$ cat src/rtl/muldiv_unit.sv
// rtl/muldiv_unit.sv - iterative signed mul/div/mod engine; MULDIV_FAST_MUL_EN enables single-cycle multiply
module muldiv_unit #(
  parameter int WIDTH = 32,
  parameter int CNT_W = 6
) (
  input  logic             clk,
  input  logic             reset,
  input  logic             start,
  input  logic             isMul,
  input  logic             isDiv,
  input  logic             isMod,
  input  logic [WIDTH-1:0] op1,
  input  logic [WIDTH-1:0] op2,
  output logic [WIDTH-1:0] result,
  output logic             busy,
  output logic             done,
  output logic             stall
);

  typedef enum logic [1:0] {IDLE, CALC, FIX, DONE} state_t;
  typedef enum logic [1:0] {OP_MUL, OP_DIV, OP_MOD} op_t;

  state_t             state, state_nxt;
  op_t                op_q, op_in;
  logic [WIDTH-1:0]   a_mag, b_mag;
  logic               neg1, neg2;
  logic [CNT_W-1:0]   cnt;
  logic [2*WIDTH-1:0] acc;
  logic [WIDTH:0]     rem;
  logic [WIDTH-1:0]   dq;
  logic [WIDTH-1:0]   result_q;

  logic               any_sel, accept, fast_mul;
  logic [WIDTH-1:0]   op1_abs, op2_abs;
  logic [WIDTH:0]     rem_sh, diff;
  logic [WIDTH-1:0]   fix_val;

  assign any_sel = isMul | isDiv | isMod;
  assign accept  = start & any_sel & (state == IDLE);
  assign op1_abs = op1[WIDTH-1] ? -op1 : op1;
  assign op2_abs = op2[WIDTH-1] ? -op2 : op2;

`ifdef MULDIV_FAST_MUL_EN
  assign fast_mul = isMul;
`else
  assign fast_mul = 1'b0;
`endif

  always_comb begin
    op_in = OP_MOD;
    if (isMul)      op_in = OP_MUL;
    else if (isDiv) op_in = OP_DIV;
  end

  // Restoring step: bring in the next dividend bit, keep the subtraction if it did not go negative
  assign rem_sh = {rem[WIDTH-1:0], dq[WIDTH-1]};
  assign diff   = rem_sh - {1'b0, b_mag};

  // The overflow case (min / -1) falls out naturally: both signs negative, magnitude 2^(WIDTH-1)
  always_comb begin
    fix_val = '0;
    case (op_q)
      OP_MUL:  fix_val = (neg1 ^ neg2) ? -acc[WIDTH-1:0] : acc[WIDTH-1:0];
      OP_DIV:  fix_val = (b_mag == '0) ? '1 : ((neg1 ^ neg2) ? -dq : dq);
      default: fix_val = neg1 ? -rem[WIDTH-1:0] : rem[WIDTH-1:0];
    endcase
  end

  always_comb begin
    state_nxt = state;
    case (state)
      IDLE: if (accept) state_nxt = fast_mul ? FIX : CALC;
      CALC: if (cnt == CNT_W'(WIDTH - 1)) state_nxt = FIX;
      FIX:  state_nxt = DONE;
      DONE: state_nxt = IDLE;
      default: state_nxt = IDLE;
    endcase
  end

  always_ff @(posedge clk) begin
    if (reset) begin
      state    <= IDLE;
      op_q     <= OP_MUL;
      a_mag    <= '0;
      b_mag    <= '0;
      neg1     <= 1'b0;
      neg2     <= 1'b0;
      cnt      <= '0;
      acc      <= '0;
      rem      <= '0;
      dq       <= '0;
      result_q <= '0;
    end else begin
      state <= state_nxt;
      case (state)
        IDLE: begin
          if (accept) begin
            op_q  <= op_in;
            a_mag <= op1_abs;
            b_mag <= op2_abs;
            neg1  <= op1[WIDTH-1];
            neg2  <= op2[WIDTH-1];
            cnt   <= '0;
            rem   <= '0;
            dq    <= op1_abs;
            acc   <= '0;
`ifdef MULDIV_FAST_MUL_EN
            if (isMul) acc <= {{WIDTH{1'b0}}, op1_abs} * {{WIDTH{1'b0}}, op2_abs};
`endif
          end
        end
        CALC: begin
          cnt <= cnt + 1'b1;
          if (op_q == OP_MUL) begin
            if (b_mag[cnt]) acc <= acc + ({{WIDTH{1'b0}}, a_mag} << cnt);
          end else if (!diff[WIDTH]) begin
            rem <= diff;
            dq  <= {dq[WIDTH-2:0], 1'b1};
          end else begin
            rem <= rem_sh;
            dq  <= {dq[WIDTH-2:0], 1'b0};
          end
        end
        FIX:     result_q <= fix_val;
        default: ;
      endcase
    end
  end

  assign result = result_q;
  assign busy   = (state == CALC) || (state == FIX);
  assign done   = (state == DONE);
  assign stall  = busy | accept;

endmodule

$ cat config.mk
export PLATFORM = sky130hd
export DESIGN_NAME = muldiv_unit
export DESIGN_NICKNAME = d
export VERILOG_FILES = /design/src/rtl/muldiv_unit.sv
export SDC_FILE = /design/constraint.sdc
export NUM_CORES = 1
export LEC_CHECK = 0
export ABC_CLOCK_PERIOD_IN_PS = 12200
export CORE_UTILIZATION = 60
export CTS_CLUSTER_DIAMETER = 60
export DETAILED_ROUTE_END_ITERATION = 6
export GPL_TIMING_DRIVEN = 0
export PLACE_DENSITY = 0.83
export SYNTH_ARGS = -nofsm -noshare
export SYNTH_HDL_FRONTEND = slang
export SYNTH_SLANG_ARGS = --single-unit
$ cat constraint.sdc
create_clock -name clk -period 12.2 [get_ports clk]
set_input_delay 1.83 -clock clk [delete_from_list [all_inputs] [get_ports clk]]
set_output_delay 1.83 -clock clk [all_outputs]
set_load 0.1 [all_outputs]
### After elaboration in Yosys (flattened, before gate mapping)

Cells that the tools add are included.

* output and inout port bits: 35
* register bits: 236
* word-level logic and storage cells: 75

* add/subtract/negate cells: 8
* shift operators: 1
* multiplexer cells: 28
* bitwise operators: 6
* eq/ne operators: 10
* magnitude comparators: 1
* reductions and logical operators: 10

Operators with widths (number)
* 32-bit 2-to-1 mux: 11
* 64-bit 2-to-1 mux: 3
* 32-bit case mux with 2 select lines: 3
* 32-bit negator: 5
* 64-bit case mux with 2 select lines: 1
* 64-bit adder: 1
* 32-bit by 6-bit << shifter with 64-bit output: 1
* 33-bit by 32-bit subtractor with 33-bit output: 1
* 32-bit logical NOT: 1
* 6-bit case mux with 2 select lines: 1
* 2-bit != test (second input constant): 5
* 2-bit 2-to-1 mux: 4
* 2-bit case mux with 4 select lines: 1
* 6-bit by 1-bit adder with 6-bit output (second input constant): 1
* 6-bit by 5-bit == test with 1-bit output (second input constant): 1
* 6-bit < comparator (second input constant): 1
* 6-bit 2-to-1 mux: 1
* 2-bit AND reduction: 3
* 1-bit binary-select mux with 5-bit select: 1
* 2-bit by 1-bit == test with 1-bit output (second input constant): 2
* 2-bit == test (second input constant): 2
* 2-bit logical NOT: 2
* 4-bit AND reduction: 1
* 1-bit bitwise OR: 3
* 6 further kinds: 8

### Depth between registers and ports, before layout

Gate-level depths: netlist of the first run.

* depth in word-level cells: 6
* gate-level depth with buffers: 23
* gate-level depth less buffers: 19

### Least setup slack after synthesis of the first run

No wires, ideal clock.

* kind: in2out
* from: in isDiv
* to: out stall
* setup slack: 7250 ps
* arrival time: 3120 ps
* buffers on the path: 1
* stages on the path: 4
* path through: o31ai_1 -> or2_2 -> clkbuf_1 -> nand2b_1

* cells in the longest elaborated chain, start to end: 5

Ends and longest elaborated chain
* start: declaration: line 10 `input logic isDiv,`
* 1-bit bitwise OR (2 in series): line 38 `assign any_sel = isMul | isDiv | isMod;`
* 1-bit bitwise AND (2 in series): line 39 `assign accept = start & any_sel & (state == IDLE);`
* 1-bit bitwise OR: line 133 `assign stall = busy | accept;`
* end: declaration: line 17 `output logic stall`

Every way passes these cells.

### Worst setup path after layout of the first run

Same ends and word-level chain as after synthesis.

==> key figures, run 1 <==
Logic synthesis
  • Post-synthesis adder-cell area fraction: 5.78%
  • Commonest cells in the netlist: 255 x nand2_1, 246 x nor2_1, 204 x dfxtp_1, 158 x a21oi_1, 110 x xnor2_1
  • Mapped Nets: 2310
  • EDFF count, synth: 0
  • Yosys reg bits: 204
  • Simple logic cell fraction of the synthesized area: 18.9%
  • Most common flop cell mapped by yosys: dfxtp_1
  • Mapped Area: 0.0167 mm2
  • Largest family of logic cells by synthesized area: compound AO/OA/AOI/OAI gates
  • Mean post-synth cell area: 7.72 um2
  • Synth area leader: dfxtp_1
  • Ys Warns: 0
  • Asr flop ratio synth: 0%
  • Area contributors post-synth: dfxtp_1 24%, xnor2_1 5.8%, nand2_1 5.7%, ha_1 5.5%, nor2_1 5.5%
  • Compound-cell area share of the yosys netlist: 25.3%
  • Post-synthesis xor/xnor area fraction: 10.9%
  • Sequential share of the synthesized area: 24.4%
  • Area share of the largest cell type after synthesis: 24.4%
  • Cell variety after synth: 93
  • Proportion of synthesized area in mux cells: 8.60%
  • Post-synthesis cell count: 2164
  • Top-count cell post-synth: nand2_1

Placed design
  • PortBufs: 103
  • Post-DP HPWL: 45000 um
  • Placed Cells: 2639
  • Gpl congestion: 0.989
  • Pre-CTS WS: 5.80 ns

Drt
  • Routed WL per cell: 21.2 um
  • Via density: 6.48
  • DRC: 0
  • 1st-iter DRT viols: 1884
  • Post-Route WL: 57000 um
  • Detail Route Antenna Nets: 0
  • Via count: 17400
  • Number of detailed-route iterations in the first pass: 6

CTS
  • Clock root cell: clkbuf_16
  • # hold bufs at CTS: 0
  • CTS tree: done
  • Clock sink total: 204
  • Worst-path clk slew: 0.06 ns
  • CTS buffer count: 24
  • Clock latency at the later pin of the worst-skew pair: 0.54 ns
  • CTS resizes: 0
  • # H-tree levels: 1
  • Post-CTS setup buffer count: 0
  • Clock Path Buffers: 3

Critical path
  • Critical path's largest stage delay: 0.98 ns
  • Worst setup SP type: primary input
  • Crit. End Element: output pin
  • Worst reg2reg path startpoint: cnt[1]
  • CP Max Fanout: 9
  • Setup CP Type: in2out
  • CP startpoint: isDiv
  • CP Cell Sequence: clkdlybuf4s50_1, o31ai_1, or2_2, clkbuf_1, nand2b_1, clkdlybuf4s50_1
  • Critical Path AT: 4.60 ns
  • Family with the most delay on the worst path: buffers and inverters
  • Crit path max-delay cell type: clkdlybuf4s50_1
  • Required time worst endpoint: 10.37 ns
  • Crit path buf inv count: 3
  • Critical Path Most Common Cell: clkdlybuf4s50_1

STA
  • Final setup viols: 0
  • Final worst slack: 5.77 ns
  • Final slew viol count: 0
  • Worst-Margin Slew: 1.08 ns
  • Tmin final: 6.43 ns
  • FMAX: 156 MHz
  • Post-Route Skew: 0.0164 ns
  • WHS: 0.501 ns
  • Final Hold Vio Count: 0
  • Final Cycle Share: 52.7%
  • Slew headroom: 27.7%
  • Unrepaired setup endpoints after global routing: false
  • Setup_tns: 0 ns

Floorplanning
  • IO Count: 105
  • Effective utilization at floorplan: 61.7%
  • Die Wd: 169 um
  • Core area: 0.0271 mm2
  • Die height: 169 um
  • Num rows: 60
  • Die ar.: 0.0285 mm2

Power
  • Pwr Density: 204 mW/mm2
  • Leak pwr: 7.26 nW
  • Peak supply drop: 0.325 mV

Finish
  • Register area: 0.00408 mm2
  • Area of the multi-input gates: 0.0116 mm2
  • Layout Utilization: 70.2%
  • Nets@finish: 2439
  • Area growth from synthesis to layout: 13.8%
  • Share of cells above drive strength 1: 6.14%
  • Non-filler cells, final: 2683
  • FILL cells: 2268
  • Antenna Diode Count: 0

GRT
  • GRT Residual Overflow: 0
  • Largest net degree at the start of global routing: 15
  • GR Util All Layers: 39.6%
  • Initial antenna violation count: 0
  • Vias in the first global route: 16500
  • First-pass GRT wire length: 88500 um

Hold path
  • Hold_sp: result[22]
  • Worst hold path type: reg2reg

Run status
  • Status: finished clean

Run
  • MaxCap Viol Count: 0
[sequential cells by signal, indices dropped and copies added (netlist names), 6 cells and up]
name	flops
dq	32
cnt	6
a_mag	32
acc	32
rem	32
b_mag	32
result	32
[area by class of cell]
cell class,instances,share of cell area (%)
inverters,82,1.62
clock buffers,28,3.40
flip-flops and latches,204,21.5
repair buffers,103,5.42
multi-input cells,1738,61.1
clock inverters,16,0.842
plain buffers,140,3.71
well taps,372,2.45
[placed cells by master (no fill, tap or decap), types with 26 or more instances in the layout]
cell             count
a211oi_1            97
a21o_1              30
a21oi_1            158
clkbuf_1           107
clkbuf_16           26
clkdlybuf4s50_1    103
dfxtp_1            204
ha_1                74
inv_1               79
mux2i_1             76
nand2_1            255
nand3_1             29
nor2_1             246
o21ai_0            109
o31ai_1             42
xnor2_1            110
xor2_1              98
[worst register-to-register path, delay by kind of cell, from the launching register on]
kind,cells,cell delay (ns)
XOR/XNOR,1,0.18
AND/OR/NAND/NOR,2,0.18
multiplexers,2,0.56
buffers and inverters,4,1.22
adder cells (fa/ha/maj),1,0.34
flip-flops,1,0.55
AO/OA/AOI/OAI,10,2.76
[per-layer routing]
metal	share of wire (%)	global-route usage, %
met1	40	48.7
met2	46	66.3
met3	8.0	6.45
met4	6.0	21.5
met5	0	0
[power by group]
| part | total, W | internal [W] | switching, W |
|---|---|---|---|
| sequential | 0.000986 | 0.000803 | 0.000183 |
| combinational | 0.00216 | 0.000722 | 0.00144 |
| clock | 0.000739 | 0.000427 | 0.000313 |
| total | 0.00388 | 0.00195 | 0.00193 |
[worst paths after layout]
| check | cells after the start | endpoint | slack, ns |
|---|---|---|---|
| hold / removal | 2 | result[22] | 0.50 |
| setup / recovery | 6 | stall | 5.77 |
| hold reg to reg | 2 | result[22] | 0.50 |
| setup reg to reg | 20 | acc[31] | 6.35 |
[kinds of logic (layout without fill, tap and decap cells)]
logic type,count (synthesis),count (layout)
AOI/OAI and AO/OA,638,638
xor gates and xnor gates,208,208
adders and majority gates,76,76
buffers and inverters,222,369
DFF,204,204
muxes,115,115
and+or+nand+nor,701,701
[per-stage QoR]
step	area, um2	power, W
finish	19000	0.00388
global route	19000	0.00407
CTS	19000	0.00383
detailed placement	18200	0.00309
global placement	18200	0.00305
floorplan	16700	0.00248
Note: power is estimated with default switching activity, not from simulation.
==> run 2, diff against run 1 <==
--- a/config.mk
+++ b/config.mk
@@ -5,7 +5,7 @@
 export SDC_FILE = /design/constraint.sdc
 export NUM_CORES = 1
 export LEC_CHECK = 0
-export ABC_CLOCK_PERIOD_IN_PS = 12200
+export ABC_CLOCK_PERIOD_IN_PS = 6200
 export CORE_UTILIZATION = 60
 export CTS_CLUSTER_DIAMETER = 60
 export DETAILED_ROUTE_END_ITERATION = 6
==> constraint.sdc (replaced) <==
create_clock -name clk -period 6.2 [get_ports clk]
set_input_delay 0.93 -clock clk [delete_from_list [all_inputs] [get_ports clk]]
set_output_delay 0.93 -clock clk [all_outputs]
set_load 0.1 [all_outputs]
==> results of run 2 <==
The final DEF is identical to that of run 1. Status: finished clean.
Among the figures that moved: setup slack after placement 5.80 ns -> 0.466 ns; setup slack after layout 5.77 ns -> 0.354 ns; start point of the critical path isDiv -> cnt[1]; end point of the critical path stall -> acc[31]; register-to-register setup slack 6.35 ns -> 0.35 ns; total power 0.00388 W -> 0.00764 W; worst IR drop on VDD 0.325 mV -> 0.640 mV
==> run 3, diff against run 2 <==
--- a/config.mk
+++ b/config.mk
@@ -9,7 +9,6 @@
 export CORE_UTILIZATION = 60
 export CTS_CLUSTER_DIAMETER = 60
 export DETAILED_ROUTE_END_ITERATION = 6
-export GPL_TIMING_DRIVEN = 0
 export PLACE_DENSITY = 0.83
 export SYNTH_ARGS = -nofsm -noshare
 export SYNTH_HDL_FRONTEND = slang
==> run 3 against run 2 <==
  * Sequential power hardly changed
  * Sequential cell count is the same
  * The flow now finishes with violations (design-rule violations)
  * Critical path type unchanged
  * Utilization down 1.1 points
  * Non-clock buffer count is 117 lower
  * Maximum frequency rose by 17%
  * Register-to-register slack better by 0.86 ns
  * Worst hold slack got worse by 0.018 ns
  * Die area is the same
  * Via count down 5.3%
  * Largest cell class unchanged
  * Global-route usage shrank 3.5 points
==> key figures, run 3 (same netlist as run 1, synthesis figures left out) <==
CTS
  • Clock Path Buffers: 3
  • Clock latency at the later pin of the worst-skew pair: 0.56 ns
  • CTS buffer count: 29
  • # H-tree levels: 1
  • Worst-path clk slew: 0.06 ns
  • CTS resizes: 0
  • Clock root cell: clkbuf_16
  • Post-CTS setup buffer count: 0
  • CTS tree: done
  • Clock sink total: 204
  • # hold bufs at CTS: 0

Drt
  • Via density: 6.39
  • Post-Route WL: 51900 um
  • Routed WL per cell: 20.1 um
  • Via count: 16500
  • DRC: 3
  • Detail Route Antenna Nets: 0
  • 1st-iter DRT viols: 1993
  • Number of detailed-route iterations in the first pass: 7

STA
  • Final Cycle Share: 80.5%
  • Post-Route Skew: 0.0137 ns
  • Worst-Margin Slew: 1.22 ns
  • Unrepaired setup endpoints after global routing: false
  • Final Hold Vio Count: 0
  • FMAX: 200 MHz
  • Tmin final: 4.99 ns
  • Slew headroom: 18.5%
  • Setup_tns: 0 ns
  • Final setup viols: 0
  • Final slew viol count: 0

Power
  • Pint: 0.00393 W
  • Pwr Density: 407 mW/mm2
  • Seq pwr share: 25.9%
  • Pwr Total: 0.00761 W
  • Peak supply drop: 0.458 mV
  • Clock power frac: 22.2%
  • Switching share of power: 48.4%
  • Comb pwr share: 51.9%
  • Psw: 0.00368 W
  • Leak pwr: 7.17 nW

Placed design
  • Post-DP HPWL: 39100 um
  • Gpl congestion: 1.01
  • Placed Area: 0.0177 mm2
  • PortBufs: 104

Floorplanning
  • Core area: 0.0271 mm2
  • IO Count: 105
  • Num rows: 60
  • Die ar.: 0.0285 mm2
  • Die height: 169 um
  • Die Wd: 169 um
  • Effective utilization at floorplan: 61.7%

Finish
  • FILL cells: 2275
  • Commonest non-fill, non-tap cell in the layout: nand2_1
  • Most frequent cells in the layout: 255 x nand2_1, 243 x nor2_1, 202 x dfxtp_1
  • Area growth from synthesis to layout: 12.0%
  • Nets@finish: 2327
  • Share of cells above drive strength 1: 7.17%
  • Finished Cell Area: 0.0187 mm2
  • Antenna Diode Count: 0

Run
  • MaxCap Viol Count: 0

Critical path
  • Crit. End Element: register
  • Crit path max-delay cell type: dfxtp_2
  • CP Max Fanout: 25
  • Setup CP Type: reg2reg
  • Critical path's largest stage delay: 0.74 ns
  • Family with the most delay on the worst path: compound AO/OA/AOI/OAI gates
  • Critical Path AT: 5.47 ns
  • Required time worst endpoint: 6.69 ns
  • Internal reg-to-reg setup slack: 1.21 ns
  • CP Cell Sequence: buf_4, mux2i_1, o21ai_0, a21oi_1, mux2_2, a2bb2oi_1, nor2_1, ha_1, a2111oi_0, o211ai_1, a41o_1, a31oi_1, o41a_1, o311ai_1, xnor2_1, mux2_1, a21oi_1
  • Crit path buf inv count: 1
  • Critical Path Most Common Cell: a21oi_1
  • Worst setup SP type: register

Hold path
  • Worst hold path type: reg2reg

GRT
  • Largest net degree at the start of global routing: 122
  • GR Util All Layers: 36.2%
  • GRT Residual Overflow: 0
  • First-pass GRT wire length: 82200 um
  • Initial antenna violation count: 0
  • Vias in the first global route: 15500

Run status
  • Status: finished with violations
  • Violated checks: design-rule violations
run 3: power by group through the flow:
stage | Combinational, W | Sequential, W | Clock (W)
after floorplan | 0.00267 | 0.00220 | 0
after global placement | 0.00380 | 0.00197 | 0
after detailed placement | 0.00387 | 0.00198 | 0
after CTS | 0.00390 | 0.00195 | 0.00170
after global routing | 0.00427 | 0.00200 | 0.00176
final | 0.00395 | 0.00197 | 0.00169
run 3: worst min-delay path, cell delays in order (launching register included):
cell	delay [ns]
dfxtp_1	0.31
nand2_1	0.06
a21oi_1	0.06
run 3: worst paths after layout:
path               endpoint  startpoint  depth (start not counted)
setup / recovery    acc[31]      cnt[1]                         17
hold / removal    a_mag[31]   a_mag[31]                          2
setup reg to reg    acc[31]      cnt[1]                         17
hold reg to reg   a_mag[31]   a_mag[31]                          2
run 3: area by class of cell:
cell class | instances | area, um2 | share of cell area (%)
Multi-Input combinational cell | 1738 | 11700 | 62.3
Sequential cell | 204 | 4090 | 21.8
Timing Repair Buffer | 126 | 1200 | 6.43
Clock buffer | 31 | 743 | 3.97
Tap cell | 372 | 465 | 2.49
Inverter | 82 | 308 | 1.65
Clock inverter | 22 | 248 | 1.32
run 3: metal layers:
layer,up-vias,part of all wire (%),GRT usage (%)
met1,7671,40,44.5
met4,0,5.4,18.9
met2,747,48,62.1
met5,-,0,0
li1,7900,-,-
met3,148,6.8,4.07
run 3: through the flow:
step / util, % / cells / setup WS [ns] / hold WS, ns
final: 69.0 / 2575 / 1.21 / 0.482
after global routing: 69.0 / 2575 / 0.763 / 0.512
after floorplan: - / 2164 / 1.74 / 0.436
after CTS: 69.0 / 2575 / 1.28 / 0.479
after global placement: 65.4 / 2522 / 1.41 / 0.444
after detailed placement: 65.4 / 2522 / 1.34 / 0.471
